==> config.mk <==
export PLATFORM = sky130hd
export DESIGN_NAME = parking_gate_controller_flat
export DESIGN_NICKNAME = d
export VERILOG_FILES = /design/src/rtl/parking_gate_controller_if.sv /design/src/rtl/parking_gate_controller.sv /design/src/flat_wrapper.sv
export SDC_FILE = /design/constraint.sdc
export NUM_CORES = 1
export LEC_CHECK = 0
export BUFFER_PORTS_ARGS = -buffer_cell sky130_fd_sc_hd__buf_2
export CAP_MARGIN = 5
export CORE_MARGIN = 8
export CORE_UTILIZATION = 53
export CTS_CLUSTER_SIZE = 30
export DETAILED_ROUTE_END_ITERATION = 6
export PLACE_DENSITY = 0.86
export SLEW_MARGIN = 10
export SYNTH_ARGS = -nofsm -noshare
export SYNTH_HDL_FRONTEND = slang
export SYNTH_SLANG_ARGS = --single-unit
==> constraint.sdc <==
create_clock -name clk -period 2.15 [get_ports clk]
set_clock_uncertainty 0.1 [all_clocks]
set_input_delay 0.215 -clock clk [delete_from_list [all_inputs] [get_ports clk]]
set_output_delay 0.215 -clock clk [all_outputs]
set_load 0.02 [all_outputs]
==> src/rtl/parking_gate_controller_if.sv <==
// Lane-side signal bundle between the gate hardware (loops, card readers,
// ParkingSystem vacancy flags) and the parking gate controller.
interface parking_gate_controller_if;

    // Lane and vacancy inputs to the controller
    logic entry_request;
    logic entry_is_uni;
    logic entry_pass;
    logic exit_request;
    logic exit_is_uni;
    logic exit_pass;
    logic uni_is_vacated_space;
    logic is_vacated_space;

    // Event and barrier outputs from the controller
    logic car_entered;
    logic is_uni_car_entered;
    logic car_exited;
    logic is_uni_car_exited;
    logic entry_barrier_up;
    logic exit_barrier_up;
    logic entry_denied;

    // Lane hardware side: drives requests, observes events and barriers
    modport master (
        output entry_request, entry_is_uni, entry_pass,
        output exit_request, exit_is_uni, exit_pass,
        output uni_is_vacated_space, is_vacated_space,
        input  car_entered, is_uni_car_entered,
        input  car_exited, is_uni_car_exited,
        input  entry_barrier_up, exit_barrier_up, entry_denied
    );

    // Controller side
    modport slave (
        input  entry_request, entry_is_uni, entry_pass,
        input  exit_request, exit_is_uni, exit_pass,
        input  uni_is_vacated_space, is_vacated_space,
        output car_entered, is_uni_car_entered,
        output car_exited, is_uni_car_exited,
        output entry_barrier_up, exit_barrier_up, entry_denied
    );

endinterface

==> src/rtl/parking_gate_controller.sv <==
// Parking gate controller: one entry lane and one exit lane, each with its own
// barrier FSM. Every car that physically clears a barrier produces exactly one
// single-cycle event pulse towards the ParkingSystem. Entry checks the vacancy
// flag matching the car class before opening; an unanswered barrier closes
// after BARRIER_TIMEOUT cycles with no event. When both lanes commit together
// the exit event goes first and the entry event follows one cycle later.
module parking_gate_controller #(
    parameter int unsigned BARRIER_TIMEOUT = 16   // legal range 2..1023
) (
    input logic                      clk,
    input logic                      rst_n,
    parking_gate_controller_if.slave gate
);

    localparam int unsigned      CNT_W    = (BARRIER_TIMEOUT > 2) ? $clog2(BARRIER_TIMEOUT) : 1;
    localparam logic [CNT_W-1:0] CNT_LAST = CNT_W'(BARRIER_TIMEOUT - 1);

    typedef enum logic [2:0] {
        E_IDLE,
        E_CHECK,
        E_OPEN,
        E_COMMIT,
        E_DENY,
        E_RELEASE
    } entry_state_t;

    typedef enum logic [1:0] {
        X_IDLE,
        X_OPEN,
        X_COMMIT,
        X_RELEASE
    } exit_state_t;

    entry_state_t     entry_state, entry_next;
    exit_state_t      exit_state,  exit_next;

    logic [CNT_W-1:0] entry_cnt;
    logic [CNT_W-1:0] exit_cnt;
    logic             entry_cls;       // class latched at entry request
    logic             exit_cls;        // class latched at exit request
    logic             entry_cls_held;  // class of the last emitted entry event
    logic             exit_cls_held;   // class of the last emitted exit event

    logic             entry_up;
    logic             entry_fire;
    logic             entry_deny;
    logic             exit_up;
    logic             exit_fire;

    // ------------------------------------------------------------------
    // Entry lane
    // ------------------------------------------------------------------

    // Entry FSM state register
    always_ff @(posedge clk or negedge rst_n) begin
        // NOTE: sequential state uses non-blocking assignments so every
        // register samples pre-edge values regardless of block ordering.
        if (!rst_n) entry_state <= E_IDLE;
        else        entry_state <= entry_next;
    end

    // Entry next-state and Moore outputs
    always_comb begin
        // NOTE: every output of this block is given a default first, so no
        // path through the case statement can infer a latch.
        entry_next = entry_state;
        entry_up   = 1'b0;
        entry_fire = 1'b0;
        entry_deny = 1'b0;
        case (entry_state)
            E_IDLE: begin
                if (gate.entry_request) entry_next = E_CHECK;
            end
            E_CHECK: begin
                // Vacancy is sampled only here; later flag changes are ignored
                if (entry_cls ? gate.uni_is_vacated_space : gate.is_vacated_space)
                    entry_next = E_OPEN;
                else
                    entry_next = E_DENY;
            end
            E_OPEN: begin
                entry_up = 1'b1;
                if (gate.entry_pass)         entry_next = E_COMMIT;
                else if (entry_cnt == CNT_LAST) entry_next = E_RELEASE;
            end
            E_COMMIT: begin
                entry_up = 1'b1;
                // Yield to a simultaneous exit commit and pulse one cycle later
                if (exit_state != X_COMMIT) begin
                    entry_fire = 1'b1;
                    entry_next = E_RELEASE;
                end
            end
            E_DENY: begin
                entry_deny = 1'b1;
                entry_next = E_RELEASE;
            end
            E_RELEASE: begin
                // A held request must be dropped before the lane re-arms
                if (!gate.entry_request && !gate.entry_pass) entry_next = E_IDLE;
            end
            default: entry_next = E_IDLE;
        endcase
    end

    // Entry class latch and open-time counter (counter is zero on OPEN entry)
    always_ff @(posedge clk or negedge rst_n) begin
        if (!rst_n) begin
            entry_cls <= 1'b0;
            entry_cnt <= '0;
        end else begin
            if (entry_state == E_IDLE && gate.entry_request)
                entry_cls <= gate.entry_is_uni;
            if (entry_state == E_OPEN) entry_cnt <= entry_cnt + 1'b1;
            else                       entry_cnt <= '0;
        end
    end

    // Entry event class holder: keeps the last emitted class between pulses
    always_ff @(posedge clk or negedge rst_n) begin
        if (!rst_n)          entry_cls_held <= 1'b0;
        else if (entry_fire) entry_cls_held <= entry_cls;
    end

    // ------------------------------------------------------------------
    // Exit lane
    // ------------------------------------------------------------------

    // Exit FSM state register
    always_ff @(posedge clk or negedge rst_n) begin
        if (!rst_n) exit_state <= X_IDLE;
        else        exit_state <= exit_next;
    end

    // Exit next-state and Moore outputs
    always_comb begin
        exit_next = exit_state;
        exit_up   = 1'b0;
        exit_fire = 1'b0;
        case (exit_state)
            X_IDLE: begin
                if (gate.exit_request) exit_next = X_OPEN;
            end
            X_OPEN: begin
                exit_up = 1'b1;
                if (gate.exit_pass)            exit_next = X_COMMIT;
                else if (exit_cnt == CNT_LAST) exit_next = X_RELEASE;
            end
            X_COMMIT: begin
                // Exit always wins a simultaneous commit
                exit_up   = 1'b1;
                exit_fire = 1'b1;
                exit_next = X_RELEASE;
            end
            X_RELEASE: begin
                if (!gate.exit_request && !gate.exit_pass) exit_next = X_IDLE;
            end
            default: exit_next = X_IDLE;
        endcase
    end

    // Exit class latch and open-time counter
    always_ff @(posedge clk or negedge rst_n) begin
        if (!rst_n) begin
            exit_cls <= 1'b0;
            exit_cnt <= '0;
        end else begin
            if (exit_state == X_IDLE && gate.exit_request)
                exit_cls <= gate.exit_is_uni;
            if (exit_state == X_OPEN) exit_cnt <= exit_cnt + 1'b1;
            else                      exit_cnt <= '0;
        end
    end

    // Exit event class holder
    always_ff @(posedge clk or negedge rst_n) begin
        if (!rst_n)         exit_cls_held <= 1'b0;
        else if (exit_fire) exit_cls_held <= exit_cls;
    end

    // ------------------------------------------------------------------
    // Outputs: decoded from state, so an async reset drops them at once
    // ------------------------------------------------------------------
    assign gate.entry_barrier_up   = entry_up;
    assign gate.entry_denied       = entry_deny;
    assign gate.car_entered        = entry_fire;
    assign gate.is_uni_car_entered = entry_fire ? entry_cls : entry_cls_held;

    assign gate.exit_barrier_up    = exit_up;
    assign gate.car_exited         = exit_fire;
    assign gate.is_uni_car_exited  = exit_fire ? exit_cls : exit_cls_held;

endmodule

==> src/flat_wrapper.sv <==
// flat-port wrapper written by rule: the top's interface ports become plain ports
module parking_gate_controller_flat 
#(
    parameter int unsigned BARRIER_TIMEOUT = 16                         
)
  (clk, rst_n, gate_entry_request, gate_entry_is_uni, gate_entry_pass, gate_exit_request, gate_exit_is_uni, gate_exit_pass, gate_uni_is_vacated_space, gate_is_vacated_space, gate_car_entered, gate_is_uni_car_entered, gate_car_exited, gate_is_uni_car_exited, gate_entry_barrier_up, gate_exit_barrier_up, gate_entry_denied);
  parking_gate_controller_if gate_i ();
  input logic clk;
  input logic rst_n;
  input wire logic [$bits(gate_i.entry_request)-1:0] gate_entry_request;
  input wire logic [$bits(gate_i.entry_is_uni)-1:0] gate_entry_is_uni;
  input wire logic [$bits(gate_i.entry_pass)-1:0] gate_entry_pass;
  input wire logic [$bits(gate_i.exit_request)-1:0] gate_exit_request;
  input wire logic [$bits(gate_i.exit_is_uni)-1:0] gate_exit_is_uni;
  input wire logic [$bits(gate_i.exit_pass)-1:0] gate_exit_pass;
  input wire logic [$bits(gate_i.uni_is_vacated_space)-1:0] gate_uni_is_vacated_space;
  input wire logic [$bits(gate_i.is_vacated_space)-1:0] gate_is_vacated_space;
  output wire logic [$bits(gate_i.car_entered)-1:0] gate_car_entered;
  output wire logic [$bits(gate_i.is_uni_car_entered)-1:0] gate_is_uni_car_entered;
  output wire logic [$bits(gate_i.car_exited)-1:0] gate_car_exited;
  output wire logic [$bits(gate_i.is_uni_car_exited)-1:0] gate_is_uni_car_exited;
  output wire logic [$bits(gate_i.entry_barrier_up)-1:0] gate_entry_barrier_up;
  output wire logic [$bits(gate_i.exit_barrier_up)-1:0] gate_exit_barrier_up;
  output wire logic [$bits(gate_i.entry_denied)-1:0] gate_entry_denied;
  assign gate_i.entry_request = gate_entry_request;
  assign gate_i.entry_is_uni = gate_entry_is_uni;
  assign gate_i.entry_pass = gate_entry_pass;
  assign gate_i.exit_request = gate_exit_request;
  assign gate_i.exit_is_uni = gate_exit_is_uni;
  assign gate_i.exit_pass = gate_exit_pass;
  assign gate_i.uni_is_vacated_space = gate_uni_is_vacated_space;
  assign gate_i.is_vacated_space = gate_is_vacated_space;
  assign gate_car_entered = gate_i.car_entered;
  assign gate_is_uni_car_entered = gate_i.is_uni_car_entered;
  assign gate_car_exited = gate_i.car_exited;
  assign gate_is_uni_car_exited = gate_i.is_uni_car_exited;
  assign gate_entry_barrier_up = gate_i.entry_barrier_up;
  assign gate_exit_barrier_up = gate_i.exit_barrier_up;
  assign gate_entry_denied = gate_i.entry_denied;
  parking_gate_controller #(.BARRIER_TIMEOUT(BARRIER_TIMEOUT)) u_core (.clk(clk), .rst_n(rst_n), .gate(gate_i));
endmodule
======== After elaboration in Yosys (flattened, before gate mapping) ========
Cells that the tools add are included.
operators by class
  mux-type cells .......................... 23
  reduce and logical (&&, ||, !) cells .... 14
  equality and inequality tests ........... 18
  add/sub/neg operators ................... 2
operator list
  cell                                           count
  two-way mux 3 bit                              6
  one-hot mux 3 bit (6 select lines)             1
  two-way mux 1 bit                              9
  adder 4 x 1 -> 4 bit, second input constant    2
  == test 4 bit, second input constant           2
  two-way mux 2 bit                              4
  two-way mux 4 bit                              2
  one-hot mux 2 bit (4 select lines)             1
  == test 3 x 2 -> 1 bit, second input constant  2
  == test 3 bit, second input constant           2
  != test 2 x 1 -> 1 bit, second input constant  3
  != test 2 bit, second input constant           3
  != test 3 x 2 -> 1 bit, second input constant  2
  == test 2 bit, second input constant           2
  logical AND 1 bit                              4
  logical NOT 1 bit                              4
  AND reduction 4 bit                            1
  OR reduction 2 bit                             2
  == test 3 x 1 -> 1 bit, second input constant  1
  logical NOT 3 bit                              1
  AND reduction 3 bit                            1
  == test 2 x 1 -> 1 bit, second input constant  1
  logical NOT 2 bit                              1
storage, ports and cells
  register bits ........................... 17
  input port bits ......................... 10
  output and inout bits ................... 7
  logic and storage cells ................. 65

======== Logic depth before layout (Yosys ltp) ========
  depth in word-level cells ............... 4
  mapped depth ............................ 5
  depth with buffers taken out ............ 5

======== Least setup slack after synthesis ========
OpenSTA, ideal clock, no wires.
  kind .................................... reg-to-output
  start point ............................. reg u_core.exit_state[0]
  end point ............................... out gate_is_uni_car_entered
  setup slack ............................. 231 ps
  cell stages (with the launch flop) ...... 5
  data arrival time ....................... 1604 ps
  path buffers ............................ 0
  required time ........................... 1835 ps
  path through ............................ dfrtp_1 -> inv_1 -> ha_1 -> and3b_1 -> mux2_2
between the ends
  longest elaborated chain between the ends .. 4
ends and longest elaborated chain
  what                      line                            RTL
  start: declaration        parking_gate_controller.sv:35   exit_state_t exit_state, exit_next;
  start signal: assignment  parking_gate_controller.sv:132  else exit_state <= exit_next;
  != test 2 bit             parking_gate_controller.sv:89   if (exit_state != X_COMMIT) begin
  two-way mux 1 bit         parking_gate_controller.sv:89
  two-way mux 1 bit         parking_gate_controller.sv:70   case (entry_state)
  via gate_car_entered      flat_wrapper.sv:18              output wire logic [$bits(gate_i.car_entered)-1:0] gate_car_entered;
  two-way mux 1 bit         n/a
  end: declaration          flat_wrapper.sv:19              output wire logic [$bits(gate_i.is_uni_car_entered)-1:0] gate_is_uni_car_entered;
The timed path passes the listed nets, and every way through them passes these cells.

======== Worst setup path after layout ========
  start point ............................. reg u_core.entry_state[1]
  end point ............................... out gate_is_uni_car_entered
between the ends
  longest elaborated chain between the ends .. 3
ends and longest elaborated chain
  what                      line                           RTL
  start: declaration        parking_gate_controller.sv:34  entry_state_t entry_state, entry_next;
  start signal: assignment  parking_gate_controller.sv:59  else entry_state <= entry_next;
  == test 3 x 2 -> 1 bit    parking_gate_controller.sv:70
  two-way mux 1 bit         parking_gate_controller.sv:70
  two-way mux 1 bit         n/a
No other way between the ends.

==> reports/metrics.cfg <==
[floorplanning]
coreArea_um2 = 1710
die_y_um = 58.5
initial_core_util_pct = 56.0
die_area_um2 = 3420
rows = 15
dieWidth_um = 58.5
io_pins = 17

[placement]
routabilityCongestion = 0.739
dpl.hpwl_mm = 1.37
place_worst_setup_slack_ns = 0.339
portBuffers = 16
place_inst = 124

[global_route]
antenna_found_initial = 0
grt_first_pass_wirelength_mm = 3.06
grt_max_degree = 18
grt_pass1_vias = 693
gr-usage-all-layers_pct = 11.3
gr-total-overflow = 0

[min_path]
hold_path.class = in -> reg

[worst_setup_path]
cp_cell_sequence = nor2b_2 -> and3b_1 -> mux2_2 -> buf_2
reg2reg_depth = 5
max_stage_delay_ns = 0.49
r2r-end = u_core.exit_state[1]
crit_arrival_ns = 1.72
criticalPathCategory = reg -> out
crit_path_end = gate_is_uni_car_entered
r2r_slack_ns = 0.37
slowest_stage = dfrtp_2
crit_path_start = u_core.entry_state[1]
endpoint_kind = output port
crit_required_ns = 1.84
worst-path-max-fanout = 13
critical_path.startpoint_type = register
r2r-start = u_core.exit_state[0]

[detailed_routing]
first_pass_iters = 4
vias = 669
drt_iter0_drc = 4
viasPerCell = 5.15
drt-wirelength-per-cell_um = 13.5
drc_errors = 0
wl_mm = 1.76
postRouteAntennaNets = 0

[yosys]
ys_types = 34
syn_area_per_cell_um2 = 11.2
synth_top_area_cell = dfrtp_1
synth_top_flop_cell = dfrtp_1
ys_seq_area_share_pct = 44.5
synthTopCellsByArea = dfrtp_1, ha_1, mux2_2, and2_1, nand3_1
syn_area_um2 = 956
synth_edf_count = 0
ys_seq_elements = 17
async_reset_ff_share_pct = 100
synth_nets = 102
syn-instance-count = 85
ys_warn_count = 0
synth.top_cell.area_share_pct = 44.5

[clock_tree]
numCtsBuffers = 3
htree_levels = 1
root_buffer = clkbuf_4
cts.sinks = 17
clk_latency_ns = 0.28
cts_tree = done
path_clk_slew_ns = 0.10
cts_max_path_buffers = 2

[power]
ir_drop_v = 0.000762
power.switching_w = 0.000557
pwr-share-seq_pct = 39.1
p_leak_nw = 0.530
internal_power_w = 0.000831
switching_share_pct = 40.1
combPwrFrac_pct = 48.9
powerDensity_nw_per_um2 = 1260
pwr-share-clk_pct = 12.0

[job]
maxCapViolCount = 0

[sta]
worst_slew_pin_slew_ns = 0.374
tns_ns = 0
maxSlewHeadroom_pct = 75.1
fmaxAchievable_mhz = 492
hold_viol = 0
timing.final.crit_share_pct = 94.6
setup_viol = 0
drv_slew = 0
rsz0062_at_grt = false
setup_ws_ns = 0.116
min_period_ns = 2.03

[finish]
layout.cells.non_filler = 130
drive_above_1_share_pct = 31.4
finalNetCount = 123
antenna_cells = 0
multi_input_area_um2 = 498
seq_area_um2 = 427
syn2layout_area_growth_pct = 15.1
fillers = 141
final_cell_mix = buf_2, dfrtp_1, ha_1

[status]
status = finished clean

-- what timing repair did --
item                                    4_1_cts  5_1_grt
buffers inserted                              0        1
endpoints found under the hold margin        17        0
endpoints found under the setup margin        0        1
hold buffers                                  1        0
resized for setup                             0        1
-- state kept, by name, summed over array words and instances, names as in the netlist --
register,flops
u_core.entry_cls_held,1
u_core.entry_cnt,4
u_core.entry_state,3
u_core.entry_cls,1
u_core.exit_cls,1
u_core.exit_cnt,4
u_core.exit_state,2
u_core.exit_cls_held,1
-- cells in the mapped netlist (all sizes together) (2+ instances only) --
library cell  instances
xnor2                 2
nor2                  5
a221o                 2
nand2b                3
and2                  4
nand3                 5
nor2b                 6
mux2                  5
xor2                  2
dfrtp                17
ha                    7
o2bb2ai               2
buf                   3
inv                   3
nor3b                 2
-- layer usage --
layer | up-vias | track usage [%] | part of all wire (%)
met4 | 0 | 3.85 | 0
met3 | 0 | 3.04 | 3.0
met5 | - | 0 | 0
met2 | 12 | 18.9 | 52
li1 | 340 | - | -
met1 | 317 | 13.4 | 45
-- area by class of cell --
type | count | share of cell area (%)
multi-input combinational | 62 | 45.3
sequential | 17 | 38.8
timing repair buffer | 19 | 9.56
tap | 25 | 2.84
clock buffer | 3 | 2.05
inverter | 3 | 1.02
clock inverter | 1 | 0.455
-- worst min-delay path by stage --
stage | depth (start not counted) | start | end
4_1_cts | 2 | gate_entry_is_uni | u_core.entry_cls
6_report | 2 | gate_entry_is_uni | u_core.entry_cls
2_1_floorplan | 0 | rst_n | u_core.entry_cls
3_5_place_dp | 1 | rst_n | u_core.entry_state[0]
5_1_grt | 2 | gate_exit_is_uni | u_core.exit_cls
3_3_place_gp | 1 | rst_n | u_core.entry_state[0]
-- power groups by stage --
stage	Combinational (W)	Sequential (W)	Clock (W)
after floorplan	0.000576	0.000486	0
after global placement	0.000649	0.000543	0
after detailed placement	0.000665	0.000554	0
after CTS	0.000670	0.000547	0.000173
after global routing	0.000758	0.000561	0.000185
final	0.000679	0.000542	0.000167
-- worst max-delay path: cells and delay by family (launching register included) --
kind          cells  cell delay (ns)
flops             1             0.49
simple gates      2             0.44
mux               1             0.34
buf+inv           1             0.16
-- through the flow --
step | instance area [um2] | power (W) | utilization, % | hold WS (ns)
global placement | 1050 | 0.00119 | 61.7 | 0.0477
global route | 1100 | 0.00151 | 64.4 | 0.0516
CTS | 1090 | 0.00139 | 63.9 | 0.0578
floorplan | 956 | 0.00106 | - | -0.181
finish | 1100 | 0.00139 | 64.4 | 0.0620
detailed placement | 1050 | 0.00122 | 61.7 | 0.0548
-- cells by family after synthesis --
kind of cell	share of synthesized area, %
AO/OA/AOI/OAI	11.6
XOR/XNOR	3.67
adder cells (fa/ha/maj)	9.16
buffers and inverters	3.40
flip-flops	44.5
multiplexers	6.94
AND/OR/NAND/NOR	20.7
No activity file was read; power rests on OpenSTA's default activity.
